==> src/rtl/iguana_boot_pkg.sv <==
// Shared types and constants for the Iguana boot sequencer.
package iguana_boot_pkg;

  typedef enum logic [2:0] {
    PWRUP   = 3'd0,
    DECIDE  = 3'd1,
    PRELOAD = 3'd2,
    AUTO    = 3'd3,
    RUN     = 3'd4,
    ERR     = 3'd5,
    FIN     = 3'd6
  } boot_state_e;

  typedef enum logic [1:0] {
    ERR_NONE    = 2'd0,
    ERR_BOOT    = 2'd1,
    ERR_PREL    = 2'd2,
    ERR_TIMEOUT = 2'd3
  } boot_err_e;

  // Boot-mode strap encodings
  localparam logic [1:0] BOOT_IDLE  = 2'd0;
  localparam logic [1:0] BOOT_SD    = 2'd1;
  localparam logic [1:0] BOOT_AUTO0 = 2'd2;
  localparam logic [1:0] BOOT_AUTO1 = 2'd3;

  // Preload-mode strap encodings
  localparam logic [1:0] PREL_JTAG  = 2'd0;
  localparam logic [1:0] PREL_SLINK = 2'd1;
  localparam logic [1:0] PREL_UART  = 2'd2;
  localparam logic [1:0] PREL_RSVD  = 2'd3;

  // One-hot grant {uart, slink, jtag} for a supported preload mode
  function automatic logic [2:0] prel_onehot(input logic [1:0] mode);
    logic [2:0] gnt;
    gnt = 3'b000;
    if (mode != PREL_RSVD) gnt = 3'b001 << mode;
    return gnt;
  endfunction

endpackage

==> src/rtl/iguana_boot_itv_cnt.sv <==
// Saturating cycle counter that also reports how many equal intervals of the
// full count have elapsed. The final interval completes exactly at MaxCnt,
// absorbing any remainder of the integer division.
module iguana_boot_itv_cnt #(
  parameter int unsigned MaxCnt  = 60000,
  parameter int unsigned NumItvs = 5
) (
  input  logic       clk_i,
  input  logic       rst_i,
  input  logic       en_i,
  output logic [3:0] itv_o,
  output logic       done_o,
  output logic       last_o
);

  localparam int unsigned CW     = $clog2(MaxCnt + 1);
  localparam int unsigned ItvLen = MaxCnt / NumItvs;
  localparam logic [CW-1:0] CntMax  = CW'(MaxCnt);
  localparam logic [CW-1:0] CntItv  = CW'(ItvLen);
  localparam logic [3:0]    ItvAll  = 4'(NumItvs);
  localparam logic [3:0]    ItvLast = 4'(NumItvs - 1);

  logic [CW-1:0] cnt_q, cnt_d;
  logic [CW-1:0] mark_q, mark_d;
  logic [3:0]    itv_q, itv_d;
  logic          done_q, done_d;
  logic          last_d;

  // Next-state: count while enabled, tick the interval index at each mark
  always_comb begin
    cnt_d  = cnt_q;
    mark_d = mark_q;
    itv_d  = itv_q;
    done_d = done_q;
    last_d = 1'b0;
    if (en_i && (cnt_q != CntMax)) begin
      cnt_d = cnt_q + 1'b1;
      if (cnt_d == CntMax) begin
        itv_d  = ItvAll;
        done_d = 1'b1;
        last_d = 1'b1;
      end else if ((itv_q < ItvLast) && (cnt_d == mark_q)) begin
        itv_d  = itv_q + 1'b1;
        mark_d = mark_q + CntItv;
      end
    end
  end

  // State registers
  always_ff @(posedge clk_i) begin
    if (rst_i) begin
      cnt_q  <= '0;
      mark_q <= CntItv;
      itv_q  <= '0;
      done_q <= 1'b0;
    end else begin
      cnt_q  <= cnt_d;
      mark_q <= mark_d;
      itv_q  <= itv_d;
      done_q <= done_d;
    end
  end

  assign itv_o  = itv_q;
  assign done_o = done_q;
  assign last_o = last_d;

endmodule

==> src/rtl/iguana_boot_seq.sv <==
// Iguana SoC boot sequencer: HyperRAM power-up wait, strap decode, preload
// grant or autonomous start, EOC exit-code capture and timeout detection.
module iguana_boot_seq
  import iguana_boot_pkg::*;
#(
  parameter int unsigned PowerupCycles = 60000,
  parameter int unsigned NumItvs       = 5,
  parameter int unsigned TimeoutCycles = 1000000
) (
  input  logic        clk_i,
  input  logic        rst_i,
  input  logic [1:0]  boot_mode_i,
  input  logic [1:0]  preload_mode_i,
  output logic        hyp_pwr_done_o,
  output logic [3:0]  progress_o,
  output logic [2:0]  preload_gnt_o,
  input  logic [2:0]  preload_done_i,
  output logic        boot_start_o,
  input  logic        eoc_we_i,
  input  logic [31:0] eoc_wdata_i,
  output logic        done_o,
  output logic [31:0] exit_code_o,
  output logic [1:0]  error_o
);

  // A zero timeout still needs a legal one-bit counter
  localparam int unsigned TW = (TimeoutCycles > 0) ? $clog2(TimeoutCycles + 1) : 1;
  localparam logic [TW-1:0] TMax = TW'(TimeoutCycles);

  boot_state_e   state_q;
  logic [1:0]    boot_q, prel_q;
  logic [2:0]    gnt_q;
  logic          boot_start_q;
  logic          done_q;
  logic [31:0]   exit_q;
  boot_err_e     err_q;
  logic [TW-1:0] tcnt_q, tcnt_d;
  logic          tout;
  logic          eoc_vld;
  logic          gnt_hit;
  logic          pwr_last;

  iguana_boot_itv_cnt #(
    .MaxCnt  (PowerupCycles),
    .NumItvs (NumItvs)
  ) u_pwr_cnt (
    .clk_i  (clk_i),
    .rst_i  (rst_i),
    .en_i   (state_q == PWRUP),
    .itv_o  (progress_o),
    .done_o (hyp_pwr_done_o),
    .last_o (pwr_last)
  );

  // Timeout counter runs from DECIDE through RUN and saturates at its limit
  always_comb begin
    tcnt_d = tcnt_q;
    if (((state_q == DECIDE) || (state_q == PRELOAD) ||
         (state_q == AUTO)   || (state_q == RUN)) && (tcnt_q != TMax))
      tcnt_d = tcnt_q + 1'b1;
  end

  assign tout    = (TimeoutCycles != 0) && (tcnt_d == TMax);
  assign eoc_vld = eoc_we_i && eoc_wdata_i[0];
  assign gnt_hit = |(preload_done_i & gnt_q);

  // Sequencer FSM with registered outputs
  always_ff @(posedge clk_i) begin
    if (rst_i) begin
      state_q      <= PWRUP;
      boot_q       <= '0;
      prel_q       <= '0;
      gnt_q        <= '0;
      boot_start_q <= 1'b0;
      done_q       <= 1'b0;
      exit_q       <= '0;
      err_q        <= ERR_NONE;
      tcnt_q       <= '0;
    end else begin
      tcnt_q       <= tcnt_d;
      boot_start_q <= 1'b0;
      case (state_q)
        PWRUP: begin
          if (pwr_last) begin
            boot_q  <= boot_mode_i;
            prel_q  <= preload_mode_i;
            state_q <= DECIDE;
          end
        end
        DECIDE: begin
          if (boot_q == BOOT_IDLE) begin
            if (prel_q == PREL_RSVD) begin
              err_q   <= ERR_PREL;
              state_q <= ERR;
            end else begin
              gnt_q   <= prel_onehot(prel_q);
              state_q <= PRELOAD;
            end
          end else if (boot_q == BOOT_SD) begin
            err_q   <= ERR_BOOT;
            state_q <= ERR;
          end else begin
            boot_start_q <= 1'b1;
            state_q      <= AUTO;
          end
        end
        PRELOAD: begin
          if (gnt_hit) begin
            gnt_q   <= '0;
            state_q <= RUN;
          end else if (tout) begin
            gnt_q   <= '0;
            err_q   <= ERR_TIMEOUT;
            done_q  <= 1'b1;
            state_q <= FIN;
          end
        end
        AUTO: begin
          if (tout) begin
            err_q   <= ERR_TIMEOUT;
            done_q  <= 1'b1;
            state_q <= FIN;
          end else begin
            state_q <= RUN;
          end
        end
        RUN: begin
          // A valid EOC takes priority over a coincident timeout
          if (eoc_vld) begin
            exit_q  <= {1'b0, eoc_wdata_i[31:1]};
            done_q  <= 1'b1;
            state_q <= FIN;
          end else if (tout) begin
            err_q   <= ERR_TIMEOUT;
            done_q  <= 1'b1;
            state_q <= FIN;
          end
        end
        ERR: begin
          done_q  <= 1'b1;
          state_q <= FIN;
        end
        FIN: begin
          state_q <= FIN;
        end
        default: begin
          state_q <= PWRUP;
        end
      endcase
    end
  end

  assign preload_gnt_o = gnt_q;
  assign boot_start_o  = boot_start_q;
  assign done_o        = done_q;
  assign exit_code_o   = exit_q;
  assign error_o       = err_q;

endmodule

==> config.mk <==
export PLATFORM = sky130hd
export DESIGN_NAME = iguana_boot_seq
export DESIGN_NICKNAME = d
export VERILOG_FILES = /design/src/rtl/iguana_boot_pkg.sv /design/src/rtl/iguana_boot_itv_cnt.sv /design/src/rtl/iguana_boot_seq.sv
export SDC_FILE = /design/constraint.sdc
export NUM_CORES = 1
export LEC_CHECK = 0
export CAP_MARGIN = 25
export CORE_AREA = 10 10 132 134
export CTS_CLUSTER_DIAMETER = 150
export DETAILED_ROUTE_END_ITERATION = 16
export DIE_AREA = 0 0 142 144
export GPL_ROUTABILITY_DRIVEN = 0
export PLACE_DENSITY = 0.56
export SYNTH_ARGS = -nofsm -noshare
export SYNTH_HDL_FRONTEND = slang
export SYNTH_SLANG_ARGS = --single-unit
==> constraint.sdc <==
create_clock -name clk_i -period 3.09 [get_ports clk_i]
set_clock_uncertainty 0.05 [all_clocks]
set_input_delay 0.309 -clock clk_i [delete_from_list [all_inputs] [get_ports clk_i]]
set_output_delay 0.309 -clock clk_i [all_outputs]
set_load 0.05 [all_outputs]
==> results of run 1 <==
## worst reg2reg max path, cell delays in order, from the launching register on
cell	delay [ps]
dfxtp_1	420
ha_2	260
and4_2	300
xnor2_1	140
a31oi_1	90
or2_2	280
or4b_2	630
o2111ai_1	120
buf_6	210
mux2i_1	90
or2_2	270
## what timing repair did
action / CTS / global route
hold buffers: 0 / 0
setup endpoints to repair: 0 / 16
gates resized for setup: 0 / 9
buffers inserted: 0 / 0
## Yosys cell counts, types with 3 or more instances
| library cell | count | area (um2) |
|---|---|---|
| buf_2 | 7 | 35.03 |
| a31oi_1 | 9 | 56.30 |
| xor2_1 | 22 | 192.7 |
| and2_1 | 4 | 25.02 |
| and4_1 | 8 | 70.07 |
| o21ai_0 | 25 | 125.1 |
| inv_1 | 23 | 86.33 |
| nand4_1 | 12 | 75.07 |
| a211o_1 | 4 | 35.03 |
| clkbuf_1 | 40 | 150.1 |
| nand2_1 | 99 | 371.6 |
| nand3_1 | 24 | 120.1 |
| nor4b_1 | 3 | 26.28 |
| or3_1 | 17 | 106.4 |
| nor3_1 | 21 | 105.1 |
| mux2i_1 | 11 | 110.1 |
| xnor2_1 | 28 | 245.2 |
| nor2b_1 | 4 | 25.02 |
| a21oi_1 | 52 | 260.3 |
| dfxtp_1 | 97 | 1942 |
| and3_1 | 8 | 50.05 |
| nor4_1 | 7 | 43.79 |
| nor2_1 | 67 | 251.5 |
| ha_1 | 7 | 87.58 |
| nand2b_1 | 6 | 37.54 |
| o211ai_1 | 4 | 30.03 |
| or2_2 | 5 | 31.28 |
| o21a_1 | 4 | 30.03 |
## cell type report
type                       count  area (um2)
inverter                      23       86.33
clock inverter                 6       41.29
fill                        1516        8353
tap                          188       235.2
clock buffer                  10       239.0
sequential                    97        1944
timing repair buffer         112        1050
multi-input combinational    491        2915
## power by group through the flow
stage	Sequential [mW]	Combinational (mW)	Clock, mW
detailed placement	1.29	0.0996	0
floorplan	1.29	0.0340	0
global route	1.26	0.108	1.15
CTS	1.26	0.100	1.10
global placement	1.29	0.0979	0
finish	1.26	0.0994	1.07
## registers in the layout, indices dropped and copies added (netlist names), 2 cells and up
| name | flops |
|---|---|
| error_o | 2 |
| boot_q | 2 |
| state_q | 3 |
| u_pwr_cnt.cnt_q | 16 |
| preload_gnt_o | 3 |
| u_pwr_cnt.itv_o | 4 |
| exit_code_o | 31 |
| tcnt_q | 20 |
| u_pwr_cnt.mark_q | 11 |
| prel_q | 2 |
## layer usage
metal / share of wire (%) / track usage, %
met5: 0 / 0
met4: 1.4 / 4.519
met3: 3.4 / 2.919
met2: 51 / 22.52
met1: 45 / 16.49
## logic make-up after synthesis
kind of cell,after synthesis
xor+xnor,50
simple gates,300
buf+inv,72
compound gates,121
other cells,1
fa+ha+maj,7
flops,97
mux,12
## how the worst max path moves through the flow
stage / endpoint / from / cells after the start / slack (ps)
detailed placement: u_pwr_cnt.mark_q[6] / u_pwr_cnt.cnt_q[0] / 10 / 30
global placement: u_pwr_cnt.mark_q[6] / u_pwr_cnt.cnt_q[0] / 10 / 80
global route: u_pwr_cnt.mark_q[6] / u_pwr_cnt.cnt_q[1] / 10 / 7
CTS: u_pwr_cnt.mark_q[6] / u_pwr_cnt.cnt_q[0] / 10 / 6
finish: u_pwr_cnt.mark_q[6] / u_pwr_cnt.cnt_q[1] / 10 / 110
floorplan: u_pwr_cnt.mark_q[6] / u_pwr_cnt.cnt_q[1] / 11 / 150
==> flow_summary.yaml, run 1 <==
die:
  start_util_pct: 34.38
  die_w_um: 142
  ios: 86
  dieArea_um2: 20450
  fp.dieH_um: 144
  coreArea_um2: 14860
  rows: 45
cts:
  cts_max_path_buffers: 2
  clkSinkCount: 97
  numCtsBuffers: 9
  ctsHtreeMaxLevel: 3
  ctsRootBufferMaster: "clkbuf_16"
  clock_latency_ps: 340
  path_clk_slew_ps: 70
  cts_tree: "done"
logic_synthesis:
  avgSynthCellArea_um2: 7.742
  synthMuxAreaShare_pct: 2.375
  synth_fa_ha_area_share_pct: 1.714
  synth_ff_type: "dfxtp_1"
  synth_top_family_by_area: "simple AND/OR/NAND/NOR gates"
  synth_compound_area_share_pct: 14.74
  synthXorXnorAreaFrac_pct: 8.570
  synth.distinct_cells: 62
  yosysWarnings: 0
  synth-simple-area-share_pct: 28.99
  yosysSeqAreaShare_pct: 38.00
  synth-seq-cells: 97
  synth_edf_count: 0
  syn-cell-area_um2: 5110
  async_flop_share_pct: 0
  synthesis.nets: 709
  synthCells: 660
min_path:
  min_from: "u_pwr_cnt.done_o"
  worstHoldPathCells: 2
  hold_end: "u_pwr_cnt.done_o"
  hold_path_class: "flip-flop to flip-flop"
layout:
  fin_cells: 927
  final_cell_mix: "nand2_1, dfxtp_1, clkdlybuf4s50_1"
  final_nets: 783
  mostFrequentLayoutCell: "nand2_1"
  drive_above_1_share_pct: 9.202
  diodes: 0
  final_area_um2: 6511
  utilization_pct: 43.80
  syn2layout_area_growth_pct: 27.42
timing:
  worstMarginPinSlew_ps: 698.8
  post-route-min-period_ps: 2981
  drv_slew: 0
  worst_hold_slack_ps: 398.7
  hold_viol_final: 0
  setup_viol_count_final: 0
  fin_setup_tns_ps: 0
  timing.slew.headroom_pct: 53.41
  finalCritPeriodShare_pct: 96.49
  setup_ws_ps: 108.5
  max_freq_ghz: 0.3354
  rsz0062_at_grt: "false"
drt:
  vias_per_cell: 5.145
  dr.pass1.iters: 4
  wl_um: 14110
  drt_iter0_drc: 325
  num_vias: 4769
  route.detailed.wl_per_inst_um: 15.22
  ant_nets: 0
  drc_errors: 0
setup_path:
  worst_path_most_repeated_cell: "or2_2"
  path_delay_family: "simple AND/OR/NAND/NOR gates"
  rr_startpoint: "u_pwr_cnt.cnt_q[1]"
  r2r_slack_ps: 110
  r2r.worst_path.cells: 10
  worst-endpoint-arrival_ps: 3170
  start_kind: "flip-flop"
  slowest_delay_ps: 630
  crit_required_ps: 3280
  worst-path-buf-inv: 1
  crit_type: "flip-flop to flip-flop"
  cp-end-kind: "flip-flop"
  cp_max_fo: 20
  r2r_end: "u_pwr_cnt.mark_q[6]"
  slowest_stage: "or4b_2"
  crit_chain: "ha_2 -> and4_2 -> xnor2_1 -> a31oi_1 -> or2_2 -> or4b_2 -> o2111ai_1 -> buf_6 -> mux2i_1 -> or2_2"
power_and_ir_drop:
  clkPwrFrac_pct: 44.0
  pwr-share-seq_pct: 51.9
  power.density_nw_per_um2: 372.3
  max-vdd-ir-drop_uv: 288.1
  sw_frac_of_total_pct: 22.54
  p_total_mw: 2.424
  power_frac_comb_pct: 4.1
  power_switching_mw: 0.5463
  p_int_mw: 1.878
  leakagePower_nw: 2.226
global_route:
  grt_pass1_vias: 4476
  grt_start_max_net_pins: 34
  antenna_found_initial: 0
  grt_util_all_layers_pct: 13.38
  grt_pass1_wl_um: 22580
  grt_overflow: 0
placed_design:
  portBuffers: 84
  dp_hpwl_um: 10570
  placed_cells: 911
  dpl_cell_area_um2: 6200
  place_ws_ps: 32.36
job:
  maxCapViolCount: 0
outcome:
  outcome: "complete, no violations"
(Power assumes the default switching activity.)
==> run 2: changes to the inputs <==
--- a/config.mk
+++ b/config.mk
@@ -6,10 +6,10 @@
 export NUM_CORES = 1
 export LEC_CHECK = 0
 export CAP_MARGIN = 25
-export CORE_AREA = 10 10 132 134
+export CORE_AREA = 10 10 182 99
 export CTS_CLUSTER_DIAMETER = 150
 export DETAILED_ROUTE_END_ITERATION = 16
-export DIE_AREA = 0 0 142 144
+export DIE_AREA = 0 0 192 109
 export GPL_ROUTABILITY_DRIVEN = 0
 export PLACE_DENSITY = 0.56
 export SYNTH_ARGS = -nofsm -noshare
==> flow_summary.yaml, run 2 (same netlist as run 1, synthesis figures left out) <==
die:
  rows: 32
  start_util_pct: 34.22
  dieArea_um2: 20930
  coreArea_um2: 14930
  fp.dieH_um: 109
  ios: 86
  die_w_um: 192
layout:
  diodes: 0
  fin_cells: 948
  syn2layout_area_growth_pct: 29.26
  mostFrequentLayoutCell: "nand2_1"
  final_cell_mix: "nand2_1, dfxtp_1, clkdlybuf4s50_1"
  utilization_pct: 44.23
  drive_above_1_share_pct: 10.22
  largest_reg_flops: 31
  final_nets: 788
setup_path:
  crit_type: "flip-flop to flip-flop"
  start_kind: "flip-flop"
  worst-endpoint-arrival_ps: 3170
  crit_required_ps: 3280
  cp-end-kind: "flip-flop"
  cp_max_fo: 20
  r2r_slack_ps: 110
power_and_ir_drop:
  clkPwrFrac_pct: 45.7
  leakagePower_nw: 2.279
  p_int_mw: 1.890
  p_total_mw: 2.509
  max-vdd-ir-drop_uv: 207.6
  sw_frac_of_total_pct: 24.67
  power.density_nw_per_um2: 379.8
  power_switching_mw: 0.6188
  pwr-share-seq_pct: 50.1
  power_frac_comb_pct: 4.2
timing:
  setup_ws_ps: 109.8
  post-route-min-period_ps: 2980
  timing.slew.headroom_pct: 50.53
  finalCritPeriodShare_pct: 96.45
  drv_slew: 0
  max_freq_ghz: 0.3355
  hold_viol_final: 0
  worstMarginPinSlew_ps: 742.1
  worst_hold_slack_ps: 346.4
  setup_viol_count_final: 0
job:
  maxCapViolCount: 0
drt:
  drc_errors: 0
  ant_nets: 0
  drt_iter0_drc: 386
  wl_um: 15540
  dr.pass1.iters: 5
  num_vias: 4876
  route.detailed.wl_per_inst_um: 16.39
  vias_per_cell: 5.143
cts:
  cts_max_path_buffers: 2
  numCtsBuffers: 9
  clock_latency_ps: 350
  cts_tree: "done"
  clkSinkCount: 97
  path_clk_slew_ps: 70
  ctsRootBufferMaster: "clkbuf_16"
  ctsHtreeMaxLevel: 3
global_route:
  grt_util_all_layers_pct: 14.33
  grt_pass1_vias: 4507
  grt_pass1_wl_um: 24130
  antenna_found_initial: 0
  grt_overflow: 0
  grt_start_max_net_pins: 67
placed_design:
  portBuffers: 84
  placed_cells: 931
  place_ws_ps: 8.372
  dp_hpwl_um: 11740
outcome:
  outcome: "complete, no violations"
min_path:
  hold_path_class: "input pin to flip-flop"
==> run 2: changes by cell type in the layout (fill, tap and decap cells not counted), sizes merged <==
cell	previous run	this run
inv	24	26
clkinv	2	4
clkinvlp	3	0
clkbuf	10	9
buf	29	34
==> run 2: cell type report <==
class | instances | area (um2)
fill | 1476 | 8329
multi-input combinational | 491 | 2920
sequential | 97 | 1947
timing repair buffer | 117 | 1087
tap | 204 | 255.2
clock buffer | 9 | 225.2
inverter | 23 | 86.33
clock inverter | 7 | 83.83
==> run 2: timing repair <==
item,in CTS,in global routing
setup endpoints to repair,1,19
hold buffers,0,0
gates resized for setup,1,13
pin swaps,0,1
gates cloned,0,0
endpoints found under the hold margin,0,0
buffers inserted,0,1
==> run 2: power by group through the flow <==
stage	logic, mW	clock network, mW	registers (mW)
3_3_place_gp	0.102	0	1.29
3_5_place_dp	0.104	0	1.29
5_1_grt	0.113	1.23	1.26
6_report	0.104	1.15	1.26
2_1_floorplan	0.0340	0	1.29
4_1_cts	0.105	1.18	1.26
==> run 2: per-stage QoR <==
step,instance area [um2],setup TNS [ps]
after floorplan,5110,0
after global placement,6250,0
after detailed placement,6250,0
after CTS,6560,0
after global routing,6605,-7.139
final,6605,0
==> run 2: layer usage <==
layer	track usage (%)	routed length, um
met5	0	0
met4	3.520	131
met3	5.417	1431
met2	19.11	5849
met1	20.84	8123
==> run 2: path summary, 6_finish.rpt <==
kind | start | endpoint | cells past startpoint
setup / recovery | u_pwr_cnt.cnt_q[1] | u_pwr_cnt.mark_q[6] | 10
hold / removal | rst_i | u_pwr_cnt.cnt_q[8] | 2
setup reg to reg | u_pwr_cnt.cnt_q[1] | u_pwr_cnt.mark_q[6] | 10
hold reg to reg | exit_code_o[18] | exit_code_o[18] | 2
==> run 2: critical path, cell delays in order (launching register included) <==
cell and delay, ps:
dfxtp_1 400, ha_1 210, and4_2 320, xnor2_1 130, a31oi_1 100, or2_2 290, or4b_2 650, o2111ai_1 140
buf_6 220, mux2i_1 80, or2_2 260
